## config.mk

```make
export PLATFORM = sky130hd
export DESIGN_NAME = mem_arbiter
export DESIGN_NICKNAME = d
export VERILOG_FILES = /design/src/rtl/calc_defs.sv /design/src/rtl/rr_pick.sv /design/src/rtl/mem_arbiter.sv
export SDC_FILE = /design/constraint.sdc
export NUM_CORES = 1
export LEC_CHECK = 0
export CAP_MARGIN = 10
export CORE_UTILIZATION = 40
export DETAILED_ROUTE_END_ITERATION = 16
export MAX_ROUTING_LAYER = met4
export PLACE_DENSITY = 0.83
export REMOVE_ABC_BUFFERS = 1
export SLEW_MARGIN = 10
export SYNTH_ARGS = -nofsm -noshare
export SYNTH_HDL_FRONTEND = slang
export SYNTH_HIERARCHICAL = 1
export SYNTH_SLANG_ARGS = --single-unit
```

## constraint.sdc

```tcl
create_clock -name clk_i -period 3.86 [get_ports clk_i]
set_clock_uncertainty 0.1 [all_clocks]
set_input_delay 0.579 -clock clk_i [delete_from_list [all_inputs] [get_ports clk_i]]
set_output_delay 0.579 -clock clk_i [all_outputs]
set_load 0.02 [all_outputs]
```

## src/rtl/calc_defs.sv

```systemverilog
// Shared definitions for the RAM-port arbiter: FSM encoding, default widths and display helper.
// Defining MEM_ARB_LOCK_EN adds a per-requester lock input that chains back-to-back transactions.
package calc_defs;

    typedef enum logic [1:0] {
        ARB_IDLE   = 2'd0,
        ARB_ADDR   = 2'd1,
        ARB_ACCESS = 2'd2,
        ARB_DONE   = 2'd3
    } arbState_e;

    localparam int DEFAULT_WORD_WIDTH = 16;
    localparam int DISP_WIDTH         = 4;

    function automatic logic [DISP_WIDTH-1:0] dispCode(arbState_e s);
        return {2'b00, s};
    endfunction

endpackage

```

## src/rtl/rr_pick.sv

```systemverilog
// Combinational round-robin selector: first asserted request at or after the pointer, wrapping.
module rr_pick #(
    parameter int NREQ = 4,
    parameter int PtrW = 2
) (
    input  logic [NREQ-1:0] req_i,
    input  logic [PtrW-1:0] ptr_i,
    output logic [NREQ-1:0] winner_o,
    output logic [PtrW-1:0] winIdx_o,
    output logic            valid_o
);

    // Walk the requesters starting at the pointer; the one extra bit of sum absorbs the wrap.
    always_comb begin
        logic [PtrW:0]   sum;
        logic [PtrW-1:0] cand;
        winner_o = '0;
        winIdx_o = '0;
        valid_o  = 1'b0;
        sum      = '0;
        cand     = '0;
        for (int k = 0; k < NREQ; k++) begin
            sum = {1'b0, ptr_i} + (PtrW+1)'(k);
            if (sum >= (PtrW+1)'(NREQ)) begin
                sum = sum - (PtrW+1)'(NREQ);
            end
            cand = sum[PtrW-1:0];
            if (!valid_o && req_i[cand]) begin
                valid_o        = 1'b1;
                winner_o[cand] = 1'b1;
                winIdx_o       = cand;
            end
        end
    end

endmodule

```

## src/rtl/mem_arbiter.sv

```systemverilog
// Round-robin arbiter sharing the AM/RAM port among NREQ requesters (IDLE/ADDR/ACCESS/DONE).
// Optional MEM_ARB_LOCK_EN: a locked owner with a held request re-enters ADDR directly from DONE.
module mem_arbiter
    import calc_defs::*;
#(
    parameter int NREQ       = 4,
    parameter int word_width = DEFAULT_WORD_WIDTH
) (
    input  logic                       clk_i,
    input  logic                       rst_ni,
    input  logic [NREQ-1:0]            req_i,
    input  logic [NREQ-1:0]            we_i,
    input  logic [NREQ*word_width-1:0] addr_i,
    input  logic [NREQ*word_width-1:0] wdata_i,
`ifdef MEM_ARB_LOCK_EN
    input  logic [NREQ-1:0]            lock_i,
`endif
    output logic [NREQ-1:0]            gnt_o,
    output logic [NREQ-1:0]            ack_o,
    output logic [word_width-1:0]      rdata_o,
    output logic [word_width-1:0]      mem_addr_o,
    output logic [word_width-1:0]      mem_wdata_o,
    input  logic [word_width-1:0]      mem_rdata_i,
    output logic                       am_we_o,
    output logic                       ram_oe_o,
    output logic                       ram_we_o,
    output logic                       busy_o,
    output logic [DISP_WIDTH-1:0]      disp_state_o
);

    localparam int PtrW = (NREQ > 1) ? $clog2(NREQ) : 1;

    arbState_e             state_q;
    logic [PtrW-1:0]       ptr_q;
    logic [PtrW-1:0]       owner_q;
    logic [NREQ-1:0]       gnt_q;
    logic [NREQ-1:0]       ack_q;
    logic                  weOwner_q;
    logic [word_width-1:0] rdata_q;
    logic [word_width-1:0] memAddr_q;
    logic [word_width-1:0] memWdata_q;
    logic                  amWe_q;
    logic                  ramOe_q;
    logic                  ramWe_q;

    logic [NREQ-1:0]       pickOneHot;
    logic [PtrW-1:0]       pickIdx;
    logic                  pickValid;
    logic [PtrW-1:0]       nextPtr;
    logic [word_width-1:0] addrArr  [NREQ];
    logic [word_width-1:0] wdataArr [NREQ];

    for (genvar g = 0; g < NREQ; g++) begin : gUnpack
        assign addrArr[g]  = addr_i[g*word_width +: word_width];
        assign wdataArr[g] = wdata_i[g*word_width +: word_width];
    end

    rr_pick #(
        .NREQ (NREQ),
        .PtrW (PtrW)
    ) uPick (
        .req_i    (req_i),
        .ptr_i    (ptr_q),
        .winner_o (pickOneHot),
        .winIdx_o (pickIdx),
        .valid_o  (pickValid)
    );

    assign nextPtr = (owner_q == PtrW'(NREQ-1)) ? '0 : owner_q + 1'b1;

    // Every output is a register set one state ahead, so nothing reaches the pins combinationally from req.
    always_ff @(posedge clk_i or negedge rst_ni) begin
        if (!rst_ni) begin
            state_q    <= ARB_IDLE;
            ptr_q      <= '0;
            owner_q    <= '0;
            gnt_q      <= '0;
            ack_q      <= '0;
            weOwner_q  <= 1'b0;
            rdata_q    <= '0;
            memAddr_q  <= '0;
            memWdata_q <= '0;
            amWe_q     <= 1'b0;
            ramOe_q    <= 1'b0;
            ramWe_q    <= 1'b0;
        end else begin
            case (state_q)
                ARB_IDLE: begin
                    if (pickValid) begin
                        state_q   <= ARB_ADDR;
                        gnt_q     <= pickOneHot;
                        owner_q   <= pickIdx;
                        weOwner_q <= we_i[pickIdx];
                        amWe_q    <= 1'b1;
                        memAddr_q <= addrArr[pickIdx];
                    end
                end
                ARB_ADDR: begin
                    state_q   <= ARB_ACCESS;
                    amWe_q    <= 1'b0;
                    memAddr_q <= '0;
                    if (weOwner_q) begin
                        ramWe_q    <= 1'b1;
                        memWdata_q <= wdataArr[owner_q];
                    end else begin
                        ramOe_q <= 1'b1;
                    end
                end
                ARB_ACCESS: begin
                    state_q    <= ARB_DONE;
                    ramOe_q    <= 1'b0;
                    ramWe_q    <= 1'b0;
                    memWdata_q <= '0;
                    ack_q      <= gnt_q;
                    rdata_q    <= weOwner_q ? '0 : mem_rdata_i;
                end
                ARB_DONE: begin
                    ack_q   <= '0;
                    rdata_q <= '0;
`ifdef MEM_ARB_LOCK_EN
                    // A locked owner keeps the grant and the pointer; fairness resumes on the first unlocked DONE.
                    if (lock_i[owner_q] && req_i[owner_q]) begin
                        state_q   <= ARB_ADDR;
                        weOwner_q <= we_i[owner_q];
                        amWe_q    <= 1'b1;
                        memAddr_q <= addrArr[owner_q];
                    end else
`endif
                    begin
                        state_q <= ARB_IDLE;
                        gnt_q   <= '0;
                        ptr_q   <= nextPtr;
                    end
                end
                default: state_q <= ARB_IDLE;
            endcase
        end
    end

    assign gnt_o        = gnt_q;
    assign ack_o        = ack_q;
    assign rdata_o      = rdata_q;
    assign mem_addr_o   = memAddr_q;
    assign mem_wdata_o  = memWdata_q;
    assign am_we_o      = amWe_q;
    assign ram_oe_o     = ramOe_q;
    assign ram_we_o     = ramWe_q;
    assign busy_o       = (state_q != ARB_IDLE);
    assign disp_state_o = dispCode(state_q);

endmodule

```

== After elaboration in Yosys (flattened, before gate mapping) ==
Index checks and enable logic that the tools add are counted.
Word-level totals
  bits in registers: 66
  bits in latches: 0
  memory bits (writable): 0
  memory bits (read-only): 0
  memories kept: 0
Cells by class
  add/sub/neg operators: 8
  multiply operators: 0
  div/mod/pow operators: 0
  magnitude comparators: 15
  eq/ne operators: 7
  shift-type cells: 0
  muxes and demuxes: 58
  bitwise logic cells: 5
  reduce and logical (&&, ||, !) cells: 21
Operators by type and width (number)
  16-bit two-way mux: 7
  16-bit one-hot mux with 2 select lines: 3
  16-bit binary-select mux with 2-bit select: 2
  2-bit two-way mux: 10
  4-bit two-way mux: 5
  1-bit two-way mux: 16
  4-bit one-hot mux with 2 select lines: 2
  3-bit >= comparator, second input constant: 5
  2-bit by 3-bit less-than comparator with 1-bit output, second input constant: 5
  4-bit bitwise OR: 3
  1-bit binary-select mux with 2-bit select: 5
  2-bit AND reduction: 5
  2-bit nonzero test: 5
  1-bit demux with 2-bit select: 4
  2-bit by 1-bit >= comparator with 1-bit output, second input constant: 4
  2-bit one-hot mux with 4 select lines: 1
  2-bit by 1-bit subtractor with 2-bit output, second input constant: 4
  1-bit logical AND: 7
  2-bit by 2-bit adder with 3-bit output, second input constant: 2
  2-bit == test, second input constant: 3
  2-bit inequality test, second input constant: 3
  2-bit NOT with 3-bit output: 2
  1-bit one-hot mux with 2 select lines: 3
  2-bit by 1-bit adder with 3-bit output, second input constant: 1
  5 further kinds: 7

== Depth between registers and ports, before layout ==
  depth in word-level cells: 20
  gate-level depth with buffers: 13
  gate-level depth less buffers: 9

== By module ==
The synthesis kept the hierarchy.
Modules (own cells, without submodules)
  mem_arbiter: instances 1, cells each 332, area each 3787.4 um2, sequential area each 1651.6 um2
  rr_pick: instances 1, cells each 45, area each 421.7 um2, sequential area each 0.0 um2

== Worst setup path after synthesis ==
Ideal clock, no wire load.
  kind: register to register
  start: register ptr_q[0]
  end: register memAddr_q[10], in the netlist mem_addr_o[10]
  data arrival time: 2.710 ns
  path slack: 0.929 ns
  cell stages (with the launch flop): 14
  path buffers: 4
  cells stage by stage: dfrtp_1 -> buf_6 -> inv_1 -> ha_1 -> mux4_2 -> buf_6 -> nor4b_4 -> nor2_1 -> a32o_1 -> and4b_1 -> clkbuf_2 -> buf_6 -> a22oi_1 -> nand2_1
Between the ends
  longest elaborated chain between the ends: 20
  elaborated cells on any way between the ends: 45
  classes of those cells: 7 x add/sub; 4 x order compare; 1 x eq/ne; 25 x mux; 1 x bitwise; 7 x reduce/logical
Ends and longest elaborated chain
  start, declared: RTL line mem_arbiter.sv:34  | logic [PtrW-1:0] ptr_q;
  start signal, assigned: RTL line mem_arbiter.sv:132  | ptr_q <= nextPtr;
  parallel branches: the longest is 13 deep, another holds 2-bit by 1-bit adder with 3-bit output
  2-bit two-way mux (*): RTL line rr_pick.sv:28  | if (!valid_o && req_i[cand]) begin
  via pickIdx[1]: RTL line mem_arbiter.sv:47  | logic [PtrW-1:0] pickIdx;
  2-bit NOT with 3-bit output (not written as such) (*): RTL line mem_arbiter.sv:95  | memAddr_q <= addrArr[pickIdx];
  16-bit binary-select mux with 2-bit select (*): RTL line mem_arbiter.sv:95
  16-bit two-way mux (not written as such) (*) (2 in a row): RTL line mem_arbiter.sv:95
  16-bit two-way mux (*): RTL line mem_arbiter.sv:89  | if (pickValid) begin
  16-bit one-hot mux with 2 select lines (*): RTL line mem_arbiter.sv:87  | case (state_q)
  end signal, assigned: RTL line mem_arbiter.sv:95
  end, declared: RTL line mem_arbiter.sv:40  | logic [word_width-1:0] memAddr_q;
Mark *: on every way through the listed nets, which the timed path passes. The select of a mux whose other input is x is not followed.
A chain may end at the register's enable or synchronous reset.

== Worst setup path after layout ==
  start: input port req_i[0]
  end: register memAddr_q[10], in the netlist mem_addr_o[10]
Between the ends
  longest elaborated chain between the ends: 18
  elaborated cells on any way between the ends: 30
  classes of those cells: 1 x eq/ne; 21 x mux; 1 x bitwise; 7 x reduce/logical
Ends and longest elaborated chain
  start, declared: RTL line mem_arbiter.sv:11  | input logic [NREQ-1:0] req_i,
  1-bit binary-select mux with 2-bit select: RTL line rr_pick.sv:28
  1-bit two-way mux (not written as such): RTL line rr_pick.sv:28
  1-bit two-way mux: RTL line rr_pick.sv:28
  1-bit logical NOT: RTL line rr_pick.sv:28
  1-bit logical AND: RTL line rr_pick.sv:28
  1-bit two-way mux: RTL line rr_pick.sv:28
  1-bit logical NOT: RTL line rr_pick.sv:28
  1-bit logical AND: RTL line rr_pick.sv:28
  [2 not listed]
  1-bit logical AND: RTL line rr_pick.sv:28
  2-bit two-way mux (*): RTL line rr_pick.sv:28
  via pickIdx[0]: RTL line mem_arbiter.sv:47
  2-bit NOT with 3-bit output (not written as such) (*): RTL line mem_arbiter.sv:95
  16-bit binary-select mux with 2-bit select (*): RTL line mem_arbiter.sv:95
  16-bit two-way mux (not written as such) (*) (2 in a row): RTL line mem_arbiter.sv:95
  16-bit two-way mux (*): RTL line mem_arbiter.sv:89
  16-bit one-hot mux with 2 select lines (*): RTL line mem_arbiter.sv:87
Mark *: on every way through the listed nets, which the timed path passes. The rest lies on a longest branch. The select of a mux whose other input is x is not followed.

==> flow_metrics.env <==
export IMPL_outcome="completed"
export IMPL_grt_antenna_before_repair=0
export IMPL_io_buffers=215
export IMPL_drive_above_1_share=0.198
export IMPL_syn_avg_cell_area_um2=11.2
export IMPL_synth_top_area_frac=0.392
export IMPL_r2r_end="mem_addr_o[10]$_DFFE_PN0P_"
export IMPL_clk_latency_ns=0.34
export IMPL_initial_utilization=0.410
export IMPL_core_area_um2=10300
export IMPL_drc_errors=0
export IMPL_die_h_um=105
export IMPL_first_pass_iters=4
export IMPL_internal_power_w=0.00290
export IMPL_drt_vias_per_instance=5.15
export IMPL_fin_nets=747
export IMPL_hold_viol_final=0
export IMPL_p_comb_frac=0.622
export IMPL_multiInputGateArea_um2=2290
export IMPL_critPathRequiredTime_ns=4.00
export IMPL_switching_power_w=0.00204
export IMPL_cts_setup_buffers=0
export IMPL_grt_ovfl_total=0
export IMPL_placed_area_um2=6350
export IMPL_cts_tree="yes"
export IMPL_powerDensity_nw_per_um2=749
export IMPL_cp_max_fo=16
export IMPL_post_synth_top_count_cell="mux2_2"
export IMPL_arrival_ns=3.61
export IMPL_ys_warn_count=6
export IMPL_r2r_start="ptr_q[1]$_DFFE_PN0N_"
export IMPL_root_buffer="clkbuf_8"
export IMPL_gp_congestion=0.826
export IMPL_p_leak_nw=2.79
export IMPL_slew_viol_final=0
export IMPL_syn_inst=377
export IMPL_r2r_slack_ns=0.38
export IMPL_drt_first_iter_violations=149
export IMPL_hp_class="in -> async"
export IMPL_dpl_cell_count=706
export IMPL_setup_viol=0
export IMPL_num_vias=3717
export IMPL_cts_max_path_buffers=2
export IMPL_final_cells=722
export IMPL_top_usage_layer="met2"
export IMPL_syn_to_final_growth_pct=56.5
export IMPL_min_period_ns=3.48
export IMPL_clkPwrFrac=0.138
export IMPL_routed_wl_um=12200
export IMPL_drv_cap=0
export IMPL_fin_area_um2=6590
export IMPL_fp_dieArea_um2=10900
export IMPL_fillers=820
export IMPL_p_seq_frac=0.240
export IMPL_setup_tns_ns=0
export IMPL_ir_drop_uv=469
export IMPL_ys_flop_type="dfrtp_1"
export IMPL_post_synth_num_cell_types=40
export IMPL_crit_path_end_kind="register"
export IMPL_regArea_um2=1650
export IMPL_postLayoutCoreUtil=0.641
export IMPL_first_global_vias=4075
export IMPL_synth_area_top_cells="dfrtp_1 39%, mux2_2 19%, nand2_1 6.0%"
export IMPL_grt_pass1_wl_um=19800
export IMPL_max_stage_delay_ns=0.71
export IMPL_use_met2=0.428
export IMPL_clk_pin_slew_ns=0.08
export IMPL_cpMaxStageDelayCell="o31ai_4"
export IMPL_setup_ws_ns=0.385
export IMPL_wl_per_cell_um=16.8
export IMPL_use_met3=0.0430
export IMPL_numCtsBuffers=9
export IMPL_h_tree_depth=3
export IMPL_dp_hpwl_um=9390
export IMPL_met1_usage=0.257
export IMPL_fp_dieW_um=105
export IMPL_worst_pin_slew_ns=0.871
export IMPL_r2r_cells=9
export IMPL_diodes=0
export IMPL_grt_util_all_layers=0.235
export IMPL_postCtsResizedCells=0
export IMPL_cts_hold_buf=0
export IMPL_start_kind="input pin"
export IMPL_synth_edf_count=0
export IMPL_place_ws_ns=0.0176
export IMPL_crit_chain="clkdlybuf4s50_1, mux4_1, nor2b_1, nor2_1, o31ai_4, buf_4, mux2_2, a22oi_1, nand2_1"
export IMPL_worstSetupPathType="in -> reg"
export IMPL_synth_area_leader_cell="dfrtp_1"
export IMPL_grt_max_degree=41
export IMPL_slew_headroom=0.419
export IMPL_cts_sinks=66
export IMPL_syn_area_um2=4210
export IMPL_ys_seq_area_frac=0.392
export IMPL_finalCritPeriodShare=0.900
export IMPL_pin_count=218
export IMPL_synth_commonest_cells="72 x mux2_2, 67 x nand2_1, 66 x dfrtp_1"
export IMPL_synth_seq_cells=66
export IMPL_async_flop_share=1.00
export IMPL_drtAntennaViolNets=0
export IMPL_grt_setup_unrepaired="false"
export IMPL_swShare=0.413
export IMPL_num_rows=37
export IMPL_fmax_mhz=288
how the worst max path moves through the flow:
| stage | from | endpoint | slack [ns] | cells after the start |
|---|---|---|---|---|
| global placement | req_i[3] | mem_addr_o[2]$_DFFE_PN0P_ | 0.20 | 9 |
| detailed placement | req_i[2] | mem_addr_o[6]$_DFFE_PN0P_ | 0.02 | 9 |
| floorplan | ptr_q[0]$_DFFE_PN0N_ | weOwner_q$_DFFE_PN0P_ | -1.37 | 8 |
| global route | ptr_q[1]$_DFFE_PN0N_ | mem_addr_o[10]$_DFFE_PN0P_ | 0.20 | 9 |
| CTS | req_i[2] | mem_addr_o[11]$_DFFE_PN0P_ | 0.39 | 9 |
| finish | req_i[0] | mem_addr_o[10]$_DFFE_PN0P_ | 0.38 | 9 |
sequential cells by signal (all words and copies together) (netlist names):
signal,cells
owner_q,2
mem_wdata_o,16
state_q,2
weOwner_q,1
ram_oe_o,1
am_we_o,1
ack_o,4
mem_addr_o,16
rdata_o,16
ram_we_o,1
ptr_q,2
gnt_o,4
critical path: cells and delay by family:
family | cells | cell delay, ns
multiplexers | 2 | 1.01
AO/OA/AOI/OAI | 2 | 0.91
buffers and inverters | 2 | 0.81
AND/OR/NAND/NOR | 3 | 0.31
kinds of logic (layout without fill, tap and decap cells):
group,after synthesis,count (layout),share of synthesized area
AND/OR/NAND/NOR,95,95,0.109
multiplexers,85,85,0.243
AO/OA/AOI/OAI,79,79,0.151
flip-flops,66,66,0.392
buffers and inverters,39,247,0.0681
adder cells (fa/ha/maj),12,12,0.0357
other,1,2,0.000891
metrics by stage:
step	power [W]	hold WS (ns)
floorplan	0.00313	0.183
global placement	0.00415	0.349
detailed placement	0.00428	0.355
CTS	0.00497	0.132
global route	0.00526	0.163
finish	0.00493	0.121
cell type report:
| type | count | area share |
|---|---|---|
| Multi-Input combinational cell | 273 | 0.348 |
| Sequential cell | 66 | 0.251 |
| Inverter | 9 | 0.00513 |
| Clock inverter | 5 | 0.0129 |
| Clock buffer | 11 | 0.0230 |
| Timing Repair Buffer | 222 | 0.334 |
| Tap cell | 136 | 0.0258 |
power groups by stage:
stage | logic [W] | clock network (W) | registers (W)
floorplan | 0.00166 | 0 | 0.00148
global placement | 0.00296 | 0 | 0.00118
detailed placement | 0.00308 | 0 | 0.00120
CTS | 0.00309 | 0.000695 | 0.00119
global route | 0.00331 | 0.000722 | 0.00123
finish | 0.00307 | 0.000680 | 0.00119
cell usage in the layout, fill, tap and decap left out, drive strengths merged:
cell / netlist / layout
a21oi: 2 / 2
a222oi: 2 / 2
a22o: 18 / 18
a22oi: 38 / 38
a31oi: 4 / 4
a32o: 1 / 1
and2b: 1 / 1
and4b: 2 / 2
and4bb: 1 / 1
buf: 26 / 8
bufinv: 0 / 2
clkbuf: 4 / 11
clkdlybuf4s50: 0 / 214
clkinv: 0 / 1
clkinvlp: 0 / 1
conb: 1 / 2
dfrtp: 66 / 66
ha: 12 / 12
inv: 9 / 10
mux2: 72 / 72
mux2i: 8 / 8
mux4: 5 / 5
nand2: 67 / 67
nand2b: 2 / 2
nor2: 9 / 9
nor2b: 7 / 7
nor3: 3 / 3
nor4: 1 / 1
nor4b: 1 / 1
nor4bb: 1 / 1
o211ai: 1 / 1
o21ai: 11 / 11
o221ai: 1 / 1
o31ai: 1 / 1
routing by layer:
metal	wire length [um]	vias up
met1	4840	1792
met5	0	-
met3	642	18
met2	6450	127
li1	-	1780
met4	231	0
Note: power is estimated with default switching activity, not from simulation.
